<file path="src/rtl/flit_arb_mux_if.sv">
// flit_arb_mux_if
//   Bundles the flit handshake between the input VC buffers, the arbitrating
//   mux and the output link.
//   slave  : the mux side  (consumes idata/ivalid/ivch/oready,
//                           drives iready/odata/ovalid/ovch/ogrant)
//   master : the environment side (opposite directions)
//   Signals:
//     idata  [NPORT*DATAW]  input flits, port p at [p*DATAW +: DATAW]
//     ivalid [NPORT]        per-port flit valid
//     ivch   [NPORT*VCHW]   per-port VC id
//     iready [NPORT]        per-port accept
//     odata  [DATAW]        registered output flit
//     ovalid                output flit valid
//     ovch   [VCHW]         output VC id
//     oready                downstream accept
//     ogrant [NPORT]        one-hot locked port, zero when idle
interface flit_arb_mux_if #(
  parameter int NPORT = 4,
  parameter int DATAW = 66,
  parameter int VCHW  = 2
);
  logic [NPORT*DATAW-1:0] idata;
  logic [NPORT-1:0]       ivalid;
  logic [NPORT*VCHW-1:0]  ivch;
  logic [NPORT-1:0]       iready;
  logic [DATAW-1:0]       odata;
  logic                   ovalid;
  logic [VCHW-1:0]        ovch;
  logic                   oready;
  logic [NPORT-1:0]       ogrant;

  modport slave (
    input  idata, ivalid, ivch, oready,
    output iready, odata, ovalid, ovch, ogrant
  );

  modport master (
    output idata, ivalid, ivch, oready,
    input  iready, odata, ovalid, ovch, ogrant
  );
endinterface

</file>
<file path="src/rtl/flit_arb_mux.sv">
// flit_arb_mux
//   N-input flit multiplexer. Arbitrates round-robin between ports on packet
//   boundaries (HEAD flits), then locks the output to the winning port until
//   its TAIL flit transfers. Flits pass through a single registered output
//   stage with valid/ready backpressure.
//   Flit type lives in the two MSBs: 01 HEAD, 10 DATA, 11 TAIL, 00 NONE.
//   Ports:
//     clk    in   rising-edge clock
//     rst_   in   asynchronous active-low reset
//     bus    slave modport of flit_arb_mux_if (input flits, output flit,
//            handshakes, grant)
//     ocount out  32-bit output-transfer counter (only with FLIT_MUX_CNT_EN)
//   Optional feature macro: FLIT_MUX_CNT_EN adds the ocount port and counter.
module flit_arb_mux #(
  parameter int NPORT = 4,
  parameter int DATAW = 66,
  parameter int VCHW  = 2
) (
  input  logic              clk,
  input  logic              rst_,
  flit_arb_mux_if.slave     bus
`ifdef FLIT_MUX_CNT_EN
  ,
  output logic [31:0]       ocount
`endif
);

  localparam int PW = (NPORT > 1) ? $clog2(NPORT) : 1;

  typedef enum logic {
    ST_IDLE,
    ST_LOCK
  } state_t;

  typedef enum logic [1:0] {
    FT_NONE = 2'b00,
    FT_HEAD = 2'b01,
    FT_DATA = 2'b10,
    FT_TAIL = 2'b11
  } flit_t;

  state_t            r_state;
  state_t            w_state_nxt;
  logic [PW-1:0]     r_rr_ptr;
  logic [PW-1:0]     r_lock_port;

  logic [DATAW-1:0]  r_odata;
  logic              r_ovalid;
  logic [VCHW-1:0]   r_ovch;

  logic              w_load_ok;
  logic [NPORT-1:0]  w_head;
  logic              w_win_found;
  logic [PW-1:0]     w_winner;
  logic [PW-1:0]     w_sel;
  logic [DATAW-1:0]  w_sel_data;
  logic [VCHW-1:0]   w_sel_vch;
  logic [NPORT-1:0]  w_iready;
  logic [NPORT-1:0]  w_ogrant;
  logic              w_lock_take;
  logic              w_tail_xfer;
  logic              w_in_xfer;

  function automatic logic [NPORT-1:0] f_onehot(input logic [PW-1:0] idx);
    logic [NPORT-1:0] v;
    v      = '0;
    v[idx] = 1'b1;
    return v;
  endfunction

  function automatic logic [PW-1:0] f_next_port(input logic [PW-1:0] idx);
    if (idx == PW'(NPORT - 1)) return '0;
    return idx + PW'(1);
  endfunction

  // Output stage may take a new flit when empty or draining this cycle.
  assign w_load_ok = !r_ovalid || bus.oready;

  // HEAD candidates for arbitration.
  always_comb begin
    w_head = '0;
    for (int unsigned p = 0; p < NPORT; p++) begin
      w_head[p] = bus.ivalid[p] &&
                  (bus.idata[p*DATAW + DATAW - 2 +: 2] == FT_HEAD);
    end
  end

  // Round-robin search: first candidate at or after r_rr_ptr, wrapping.
  always_comb begin
    int unsigned   idx;
    logic [PW-1:0] idx_w;
    w_win_found = 1'b0;
    w_winner    = '0;
    idx         = 0;
    idx_w       = '0;
    for (int unsigned k = 0; k < NPORT; k++) begin
      idx = 32'(r_rr_ptr) + k;
      if (idx >= NPORT) idx = idx - NPORT;
      idx_w = idx[PW-1:0];
      if (!w_win_found && w_head[idx_w]) begin
        w_win_found = 1'b1;
        w_winner    = idx_w;
      end
    end
  end

  // Input mux source: locked port while in a packet, arbitration winner otherwise.
  assign w_sel = (r_state == ST_LOCK) ? r_lock_port : w_winner;

  always_comb begin
    w_sel_data = '0;
    w_sel_vch  = '0;
    for (int unsigned p = 0; p < NPORT; p++) begin
      if (w_sel == p[PW-1:0]) begin
        w_sel_data = bus.idata[p*DATAW +: DATAW];
        w_sel_vch  = bus.ivch[p*VCHW +: VCHW];
      end
    end
  end

  // Computed from inputs directly (not from w_iready) so the FSM block
  // below has no feedback through its own outputs.
  assign w_tail_xfer = (r_state == ST_LOCK) && w_load_ok &&
                       bus.ivalid[r_lock_port] &&
                       (w_sel_data[DATAW-1 -: 2] == FT_TAIL);

  // FSM next state and handshake outputs.
  always_comb begin
    w_state_nxt = r_state;
    w_iready    = '0;
    w_ogrant    = '0;
    w_lock_take = 1'b0;
    unique case (r_state)
      ST_IDLE: begin
        if (w_win_found && w_load_ok) begin
          w_iready    = f_onehot(w_winner);
          w_lock_take = 1'b1;
          w_state_nxt = ST_LOCK;
        end
      end
      ST_LOCK: begin
        w_ogrant = f_onehot(r_lock_port);
        w_iready = f_onehot(r_lock_port) & {NPORT{w_load_ok}};
        if (w_tail_xfer) w_state_nxt = ST_IDLE;
      end
      default: w_state_nxt = ST_IDLE;
    endcase
    // Hold off acceptance while reset is asserted so nothing is granted
    // before the registers are released.
    if (!rst_) w_iready = '0;
  end

  assign w_in_xfer = |(bus.ivalid & w_iready);

  always_ff @(posedge clk or negedge rst_) begin
    if (!rst_) r_state <= ST_IDLE;
    else       r_state <= w_state_nxt;
  end

  always_ff @(posedge clk or negedge rst_) begin
    if (!rst_) begin
      r_lock_port <= '0;
      r_rr_ptr    <= '0;
    end else begin
      if (w_lock_take) r_lock_port <= w_winner;
      if (w_tail_xfer) r_rr_ptr    <= f_next_port(r_lock_port);
    end
  end

  // Registered output stage.
  always_ff @(posedge clk or negedge rst_) begin
    if (!rst_) begin
      r_odata  <= '0;
      r_ovalid <= 1'b0;
      r_ovch   <= '0;
    end else if (w_in_xfer) begin
      r_odata  <= w_sel_data;
      r_ovch   <= w_sel_vch;
      r_ovalid <= 1'b1;
    end else if (bus.oready) begin
      r_ovalid <= 1'b0;
    end
  end

`ifdef FLIT_MUX_CNT_EN
  logic [31:0] r_ocount;

  always_ff @(posedge clk or negedge rst_) begin
    if (!rst_)                       r_ocount <= '0;
    else if (r_ovalid && bus.oready) r_ocount <= r_ocount + 32'd1;
  end

  assign ocount = r_ocount;
`endif

  assign bus.iready = w_iready;
  assign bus.ogrant = w_ogrant;
  assign bus.odata  = r_odata;
  assign bus.ovalid = r_ovalid;
  assign bus.ovch   = r_ovch;

endmodule

</file>
<file path="src/flat_wrapper.sv">
// flat-port wrapper written by rule: the top's interface ports become plain ports
module flit_arb_mux_flat 
#(
  parameter int NPORT = 4,
  parameter int DATAW = 66,
  parameter int VCHW  = 2
)
  (clk, rst_, bus_idata, bus_ivalid, bus_ivch, bus_oready, bus_iready, bus_odata, bus_ovalid, bus_ovch, bus_ogrant);
  flit_arb_mux_if #(.NPORT(NPORT), .DATAW(DATAW), .VCHW(VCHW)) bus_i ();
  input  logic clk;
  input  logic rst_;
  input wire logic [$bits(bus_i.idata)-1:0] bus_idata;
  input wire logic [$bits(bus_i.ivalid)-1:0] bus_ivalid;
  input wire logic [$bits(bus_i.ivch)-1:0] bus_ivch;
  input wire logic [$bits(bus_i.oready)-1:0] bus_oready;
  output wire logic [$bits(bus_i.iready)-1:0] bus_iready;
  output wire logic [$bits(bus_i.odata)-1:0] bus_odata;
  output wire logic [$bits(bus_i.ovalid)-1:0] bus_ovalid;
  output wire logic [$bits(bus_i.ovch)-1:0] bus_ovch;
  output wire logic [$bits(bus_i.ogrant)-1:0] bus_ogrant;
  assign bus_i.idata = bus_idata;
  assign bus_i.ivalid = bus_ivalid;
  assign bus_i.ivch = bus_ivch;
  assign bus_i.oready = bus_oready;
  assign bus_iready = bus_i.iready;
  assign bus_odata = bus_i.odata;
  assign bus_ovalid = bus_i.ovalid;
  assign bus_ovch = bus_i.ovch;
  assign bus_ogrant = bus_i.ogrant;
  flit_arb_mux #(.NPORT(NPORT), .DATAW(DATAW), .VCHW(VCHW)) u_core (.clk(clk), .rst_(rst_), .bus(bus_i));
endmodule
</file>
<file path="config.mk">
export PLATFORM = sky130hd
export DESIGN_NAME = flit_arb_mux_flat
export DESIGN_NICKNAME = d
export VERILOG_FILES = /design/src/rtl/flit_arb_mux_if.sv /design/src/rtl/flit_arb_mux.sv /design/src/flat_wrapper.sv
export SDC_FILE = /design/constraint.sdc
export NUM_CORES = 1
export LEC_CHECK = 0
export CORE_AREA = 2 2 139 141
export DETAILED_ROUTE_END_ITERATION = 7
export DIE_AREA = 0 0 141 143
export PLACE_DENSITY = 0.63
export SYNTH_ARGS = -nofsm -noshare
export SYNTH_HDL_FRONTEND = slang
export SYNTH_SLANG_ARGS = --single-unit
export TNS_END_PERCENT = 100
</file>
<file path="constraint.sdc">
create_clock -name clk -period 3.2 [get_ports clk]
set_input_delay 0.64 -clock clk [delete_from_list [all_inputs] [get_ports clk]]
set_output_delay 0.64 -clock clk [all_outputs]
set_load 0.01 [all_outputs]
</file>
* Word level (Yosys, flattened, before mapping)
Cells that the tools add are included.
** Word-level totals
- Flip-flop bits (word level) :: 74
- Bits in latches :: 0
- Bits in writable memories :: 0
- ROM bits :: 0
- Input port bits :: 279
- Output and inout port bits :: 77
- Logic and storage cells :: 108
- Memories kept :: 0
** Operators by class
- Add/sub/neg operators :: 8
- Multiply operators :: 0
- Div/mod/pow operators :: 0
- Magnitude comparators :: 12
- Equal/unequal tests :: 9
- Shift operators :: 0
- Multiplexer cells :: 49
- Bitwise logic cells :: 3
- Reductions and logical operators :: 21
** Operators with widths (number)
- $mux W66 :: 4
- $mux W2 :: 15
- $lt A2 B3 Y1 const B :: 6
- $mux W1 :: 18
- $logic_and A1 B1 Y1 :: 13
- $mux W4 :: 3
- $bmux W1 S2 :: 5
- $eq A2 B1 Y1 const B :: 5
- $ge A3 B3 Y1 const B :: 3
- $and A4 B4 Y4 :: 2
- $eq A2 B2 Y1 const B :: 4
- $pmux W4 S2 :: 1
- $sub A2 B1 Y2 const B :: 4
- $add A2 B2 Y3 const B :: 2
- $demux W1 S2 :: 2
- $ge A2 B1 Y1 const B :: 2
- $logic_not A1 Y1 :: 4
- $reduce_or A4 Y1 :: 1
- $add A2 B1 Y3 const B :: 1
- $ge A2 B3 Y1 const B :: 1
- $add A2 B1 Y2 const B :: 1
- $logic_not A2 Y1 :: 1
- $pmux W1 S2 :: 1
- $reduce_bool A2 Y1 :: 1
- 2 further kinds :: 2

* Longest topological paths before layout
- Depth after elaboration :: 24
- Depth in mapped cells :: 11
- Gate-level depth less buffers :: 7

* Worst setup path before layout
OpenSTA, ideal clock, no wires.
- Path kind :: input-to-reg
- From :: in bus_idata[65]
- To :: reg u_core.r_odata[28] (netlist: u_core.bus.odata[28])
- Setup time :: 127 ps
- Arrival :: 2682 ps
- Required time :: 3073 ps
- Slack :: 391 ps
- Stages on the path :: 10
- Buffers on the path :: 3
- Path through :: and4b_4 > a211o_1 > a22oi_2 > or3_1 > a21oi_2 > a222oi_1 > buf_2 > buf_6 > buf_8 > mux2_1
** On the way
- Cells in the longest elaborated chain, start to end :: 23
- Elaborated cells on any way between the ends :: 44
- Classes of those cells :: order compare (2); eq/ne (4); mux (26); bitwise (1); reduce/logical (11)
** RTL lines
- start: declaration :: RTL line flat_wrapper.sv:12 : input wire logic [$bits(bus_i.idata)-1:0] bus_idata;
- $eq A2 B1 Y1 * :: RTL line flit_arb_mux.sv:84 : (bus.idata[p*DATAW + DATAW - 2 +: 2] == FT_HEAD);
- $logic_and A1 B1 Y1 * :: RTL line flit_arb_mux.sv:83 : w_head[p] = bus.ivalid[p] &&
- $bmux W1 S2 :: RTL line flit_arb_mux.sv:100 : if (!w_win_found && w_head[idx_w]) begin
- $mux W1 (not written as such) :: RTL line flit_arb_mux.sv:100
- $mux W1 :: RTL line flit_arb_mux.sv:100
- $logic_not A1 Y1 :: RTL line flit_arb_mux.sv:100
- $logic_and A1 B1 Y1 :: RTL line flit_arb_mux.sv:100
- $mux W1 :: RTL line flit_arb_mux.sv:100
- [... 8 more ...]
- $mux W1 (not written as such) :: RTL line flit_arb_mux.sv:67 : v[idx] = 1'b1;
- $demux W1 S2
- $mux W4 * :: RTL line flit_arb_mux.sv:135 : if (w_win_found && w_load_ok) begin
- $pmux W4 S2 * :: RTL line flit_arb_mux.sv:133 : unique case (r_state)
- $mux W4 * :: RTL line flit_arb_mux.sv:150 : if (!rst_) w_iready = '0;
- named net bus_iready[1] :: RTL line flat_wrapper.sv:16 : output wire logic [$bits(bus_i.iready)-1:0] bus_iready;
- $and A4 B4 Y4 * :: RTL line flit_arb_mux.sv:153 : assign w_in_xfer = |(bus.ivalid & w_iready);
- $reduce_or A4 Y1 * :: RTL line flit_arb_mux.sv:153
- end signal: assignment :: RTL line flit_arb_mux.sv:177 : r_odata <= w_sel_data;
- end: declaration :: RTL line flit_arb_mux.sv:47 : logic [DATAW-1:0] r_odata;
Mark *: on every way through the listed nets, which the timed path passes. The rest lies on a longest branch. The select of a mux whose other input is x is not followed.
A chain may end at the register's enable or synchronous reset.

* Worst setup path after layout
- From :: in bus_idata[65]
- To :: out bus_iready[0]
** On the way
- Cells in the longest elaborated chain, start to end :: 21
- Elaborated cells on any way between the ends :: 33
- Classes of those cells :: order compare (2); eq/ne (1); mux (21); reduce/logical (9)
** RTL lines (RTL line)
- $eq A2 B1 Y1 * :: flit_arb_mux.sv:84
- $logic_and A1 B1 Y1 * :: flit_arb_mux.sv:83
- $bmux W1 S2 :: flit_arb_mux.sv:100
- $mux W1 (not written as such) :: flit_arb_mux.sv:100
- $mux W1 :: flit_arb_mux.sv:100
- $logic_not A1 Y1 :: flit_arb_mux.sv:100
- $logic_and A1 B1 Y1 :: flit_arb_mux.sv:100
- $mux W1 :: flit_arb_mux.sv:100
- [... 5 more ...]
- $mux W2 :: flit_arb_mux.sv:100
- $lt A2 B3 Y1 (not written as such) or $ge A2 B1 Y1 (tied branches) :: flit_arb_mux.sv:67
- $logic_and A1 B1 Y1 (not written as such) :: flit_arb_mux.sv:67
- $mux W1 (not written as such) :: flit_arb_mux.sv:67
- $demux W1 S2
- $mux W4 * :: flit_arb_mux.sv:135
- $pmux W4 S2 * :: flit_arb_mux.sv:133
- $mux W4 * :: flit_arb_mux.sv:150
- end: declaration :: flat_wrapper.sv:16
Every way passes the cells marked *; elsewhere a longest branch is shown, timed or not. The select of a mux whose other input is x is not followed.

==> results.cfg <==
[logic_synthesis]
yosysWarnings = 0
ys_seq_area_frac = 0.356
syn_avg_cell_area_um2 = 8.71
synth_area_mm2 = 0.00520
async_reset_ff_frac = 1.00
ys.flop_type = dfrtp_1
postSynthCellCount = 597
yosys_register_bits = 74
synth-edff-count = 0
ys_types = 42
synth_nets = 880

[routing]
wl_met2_um = 10300
wirelength_um = 20100
vias = 5808
detail-route-antenna-nets = 0
wl_met1_um = 7750
top_layer = met4
drtPass1Iterations = 4
first_iter_violations = 276
route.detailed.drc = 0
routed_via_density = 4.81
wl_met3_um = 1690
wire_per_inst_um = 16.7

[critical_path]
cp_max_fo = 3
end_kind = output port
critPathMaxStageDelay_ns = 0.47
crit_end = bus_iready[0]
crit_start = bus_idata[65]
cp_top_family = buffers and inverters
slowest_stage = clkdlybuf4s50_1
r2r_setup_slack_ns = 0.41
crit_cells = 8
r2r-end = u_core.bus.odata[4]
critical_path_buf_inv_count = 3
cp.arrival_ns = 2.48
worstSetupPathType = in -> out
crit_path_cell_trace = clkdlybuf4s50_1, and4b_4, a211o_1, a22oi_2, buf_4, o21ai_0, and2_1, clkdlybuf4s15_1
worstReg2RegStart = u_core.r_rr_ptr[1]
critPathLaunchType = primary input
ff2ff_path_depth = 10
required_ns = 2.56

[job]
drv_cap = 0

[power_and_ir_drop]
total_power_mw = 8.08
p_leak_nw = 3.92
ir_worst_vdd_v = 0.000342
p_int_mw = 5.07
p_switching_mw = 3.01
p_sw_frac = 0.373
p_per_area_mw_per_mm2 = 825
seqPwrFrac = 0.214
clockPowerShare = 0.161
combPwrFrac = 0.625

[die]
dieWidth_um = 141
ios = 356
start_util = 0.280
rows = 50
coreArea_mm2 = 0.0186
die_area_mm2 = 0.0202
die_h_um = 143

[layout]
drive_above_1_share = 0.141
final_core_util = 0.527
insertedDiodeCount = 0
nets = 1252
syn_to_final_growth_pct = 88.4

[clock_tree]
ctsHoldBuffers = 0
clk_latency_ns = 0.33
htree_levels = 3
cts_tree = done
clock_path_buffers = 2
root_buffer = clkbuf_16
cts.sinks = 74
cts_made_buffers = 9
cts.clk_slew.worst_paths_ns = 0.05

[timing]
finalSetupTns_ns = 0
min_period_ns = 3.12
rsz0062_at_grt = no
final_hold_viol_count = 0
worst_pin_slew_ns = 0.620
slew_headroom = 0.586
fmax_ghz = 0.321
setup_slack_ns = 0.0840
fin_crit_sh = 0.974
finClkSkew_ns = 0.00716
finalMaxSlewViolations = 0
setup_viol_count_final = 0

[min_path]
hold_path_class = in -> async

[global_route]
grt_start_max_net_pins = 57
antenna_found_initial = 0
overflow = 0
grt_usage = 0.195
grt_pass1_vias = 5955
grt_pass1_wl_um = 31100

[placement]
dp_hpwl_um = 16300
preCtsSetupSlack_ns = -0.304
finalWeightedCongestion = 0.882
portBuffers = 355

[outcome]
status = complete, no violations
[metrics by stage]
step                      area, um2  hold slack [ns]  std cells
after floorplan                5200            0.344        597
after detailed placement       9390            0.481       1189
after CTS                      9790            0.409       1207
final                          9800            0.404       1208
after global routing           9800            0.433       1208
after global placement         9390            0.472       1189
[layout make-up]
| type | count | area (um2) |
|---|---|---|
| clock buffer | 11 | 233 |
| clock inverter | 5 | 150 |
| tap | 234 | 293 |
| fill | 1757 | 8780 |
| timing repair buffer | 414 | 4120 |
| multi-input combinational | 464 | 3130 |
| inverter | 6 | 22.5 |
| sequential | 74 | 1850 |
[cells by family after synthesis]
kind of cell,after synthesis,synth area share
fa+ha+maj,4,0.00962
flops,74,0.356
compound gates,151,0.202
mux,78,0.170
simple gates,231,0.212
buf+inv,59,0.0510
[flip-flops by register name, summed over array words and instances (netlist names)]
name / flops
u_core.bus.odata: 66
u_core.bus.ovch: 2
u_core.r_lock_port: 2
u_core.r_rr_ptr: 2
u_core.bus.ovalid: 1
u_core.r_state: 1
[worst register-to-register path, cell delays in order, from the launching register on]
cell and delay, ns:
dfrtp_1 0.45, and4b_4 0.25, a211o_1 0.31, a22oi_2 0.23
buf_4 0.15, or3_1 0.11, a21oi_2 0.06, a222oi_1 0.32
buf_4 0.21, buf_16 0.21, mux2_2 0.39
[worst min path at each step]
stage                               from                    to  slack (ns)  cells past startpoint
CTS                                 rst_  u_core.bus.odata[34]        0.41                      2
global route                        rst_  u_core.bus.odata[34]        0.43                      2
global placement    u_core.bus.odata[57]  u_core.bus.odata[57]        0.47                      1
detailed placement  u_core.bus.odata[31]  u_core.bus.odata[31]        0.48                      1
finish                              rst_  u_core.bus.odata[45]        0.40                      2
floorplan                           rst_   u_core.bus.odata[0]        0.34                      0
[layout by cell type, fill, tap and decap left out, drive strengths merged, types with 2 or more instances in the layout]
cell           count
dfrtp             74
a22oi              3
nand2b             2
nand3b             3
dlygate4sd2        2
nand3              3
nor2b             68
mux2i              6
clkdlybuf4s50    349
a21oi              4
ha                 4
o21ai              4
a211oi            66
nor2               2
and2               3
bufinv             5
nand2            143
o31ai              2
buf               61
and4b              2
a31oi             66
clkbuf            12
mux2              71
inv                6
[synthesized netlist by cell type (4+ instances only)]
| cell type | instances | area share |
|---|---|---|
| mux2i_1 | 6 | 0.012 |
| dfrtp_1 | 74 | 0.36 |
| mux2_1 | 19 | 0.041 |
| mux2_2 | 52 | 0.11 |
| buf_2 | 5 | 0.0048 |
| ha_1 | 4 | 0.0096 |
| buf_1 | 12 | 0.0087 |
| a211oi_1 | 66 | 0.095 |
| buf_4 | 5 | 0.0072 |
| inv_1 | 6 | 0.0043 |
| nand2_1 | 143 | 0.10 |
| a31oi_1 | 66 | 0.079 |
| nor2b_1 | 68 | 0.082 |
| clkbuf_1 | 29 | 0.021 |
[power groups by stage]
stage	logic [mW]	registers [mW]	clock network [mW]
after floorplan	2.42	1.90	0
after global placement	5.07	1.73	0
after detailed placement	5.10	1.75	0
after CTS	5.12	1.74	1.34
after global routing	5.51	1.80	1.39
final	5.05	1.73	1.30
[repair_timing]
| item | in CTS | in global routing |
|---|---|---|
| gates resized for setup | 8 | 6 |
| pin swaps | 1 | 2 |
| buffers inserted | 2 | 1 |
| gates cloned | 0 | 0 |
| setup endpoints to repair | 4 | 50 |
[metal layers]
layer	GRT usage	up-vias
met1	0.219	2656
met4	0.0616	0
met5	0	-
met3	0.0587	22
li1	-	2889
met2	0.356	241
(Power assumes the default switching activity.)
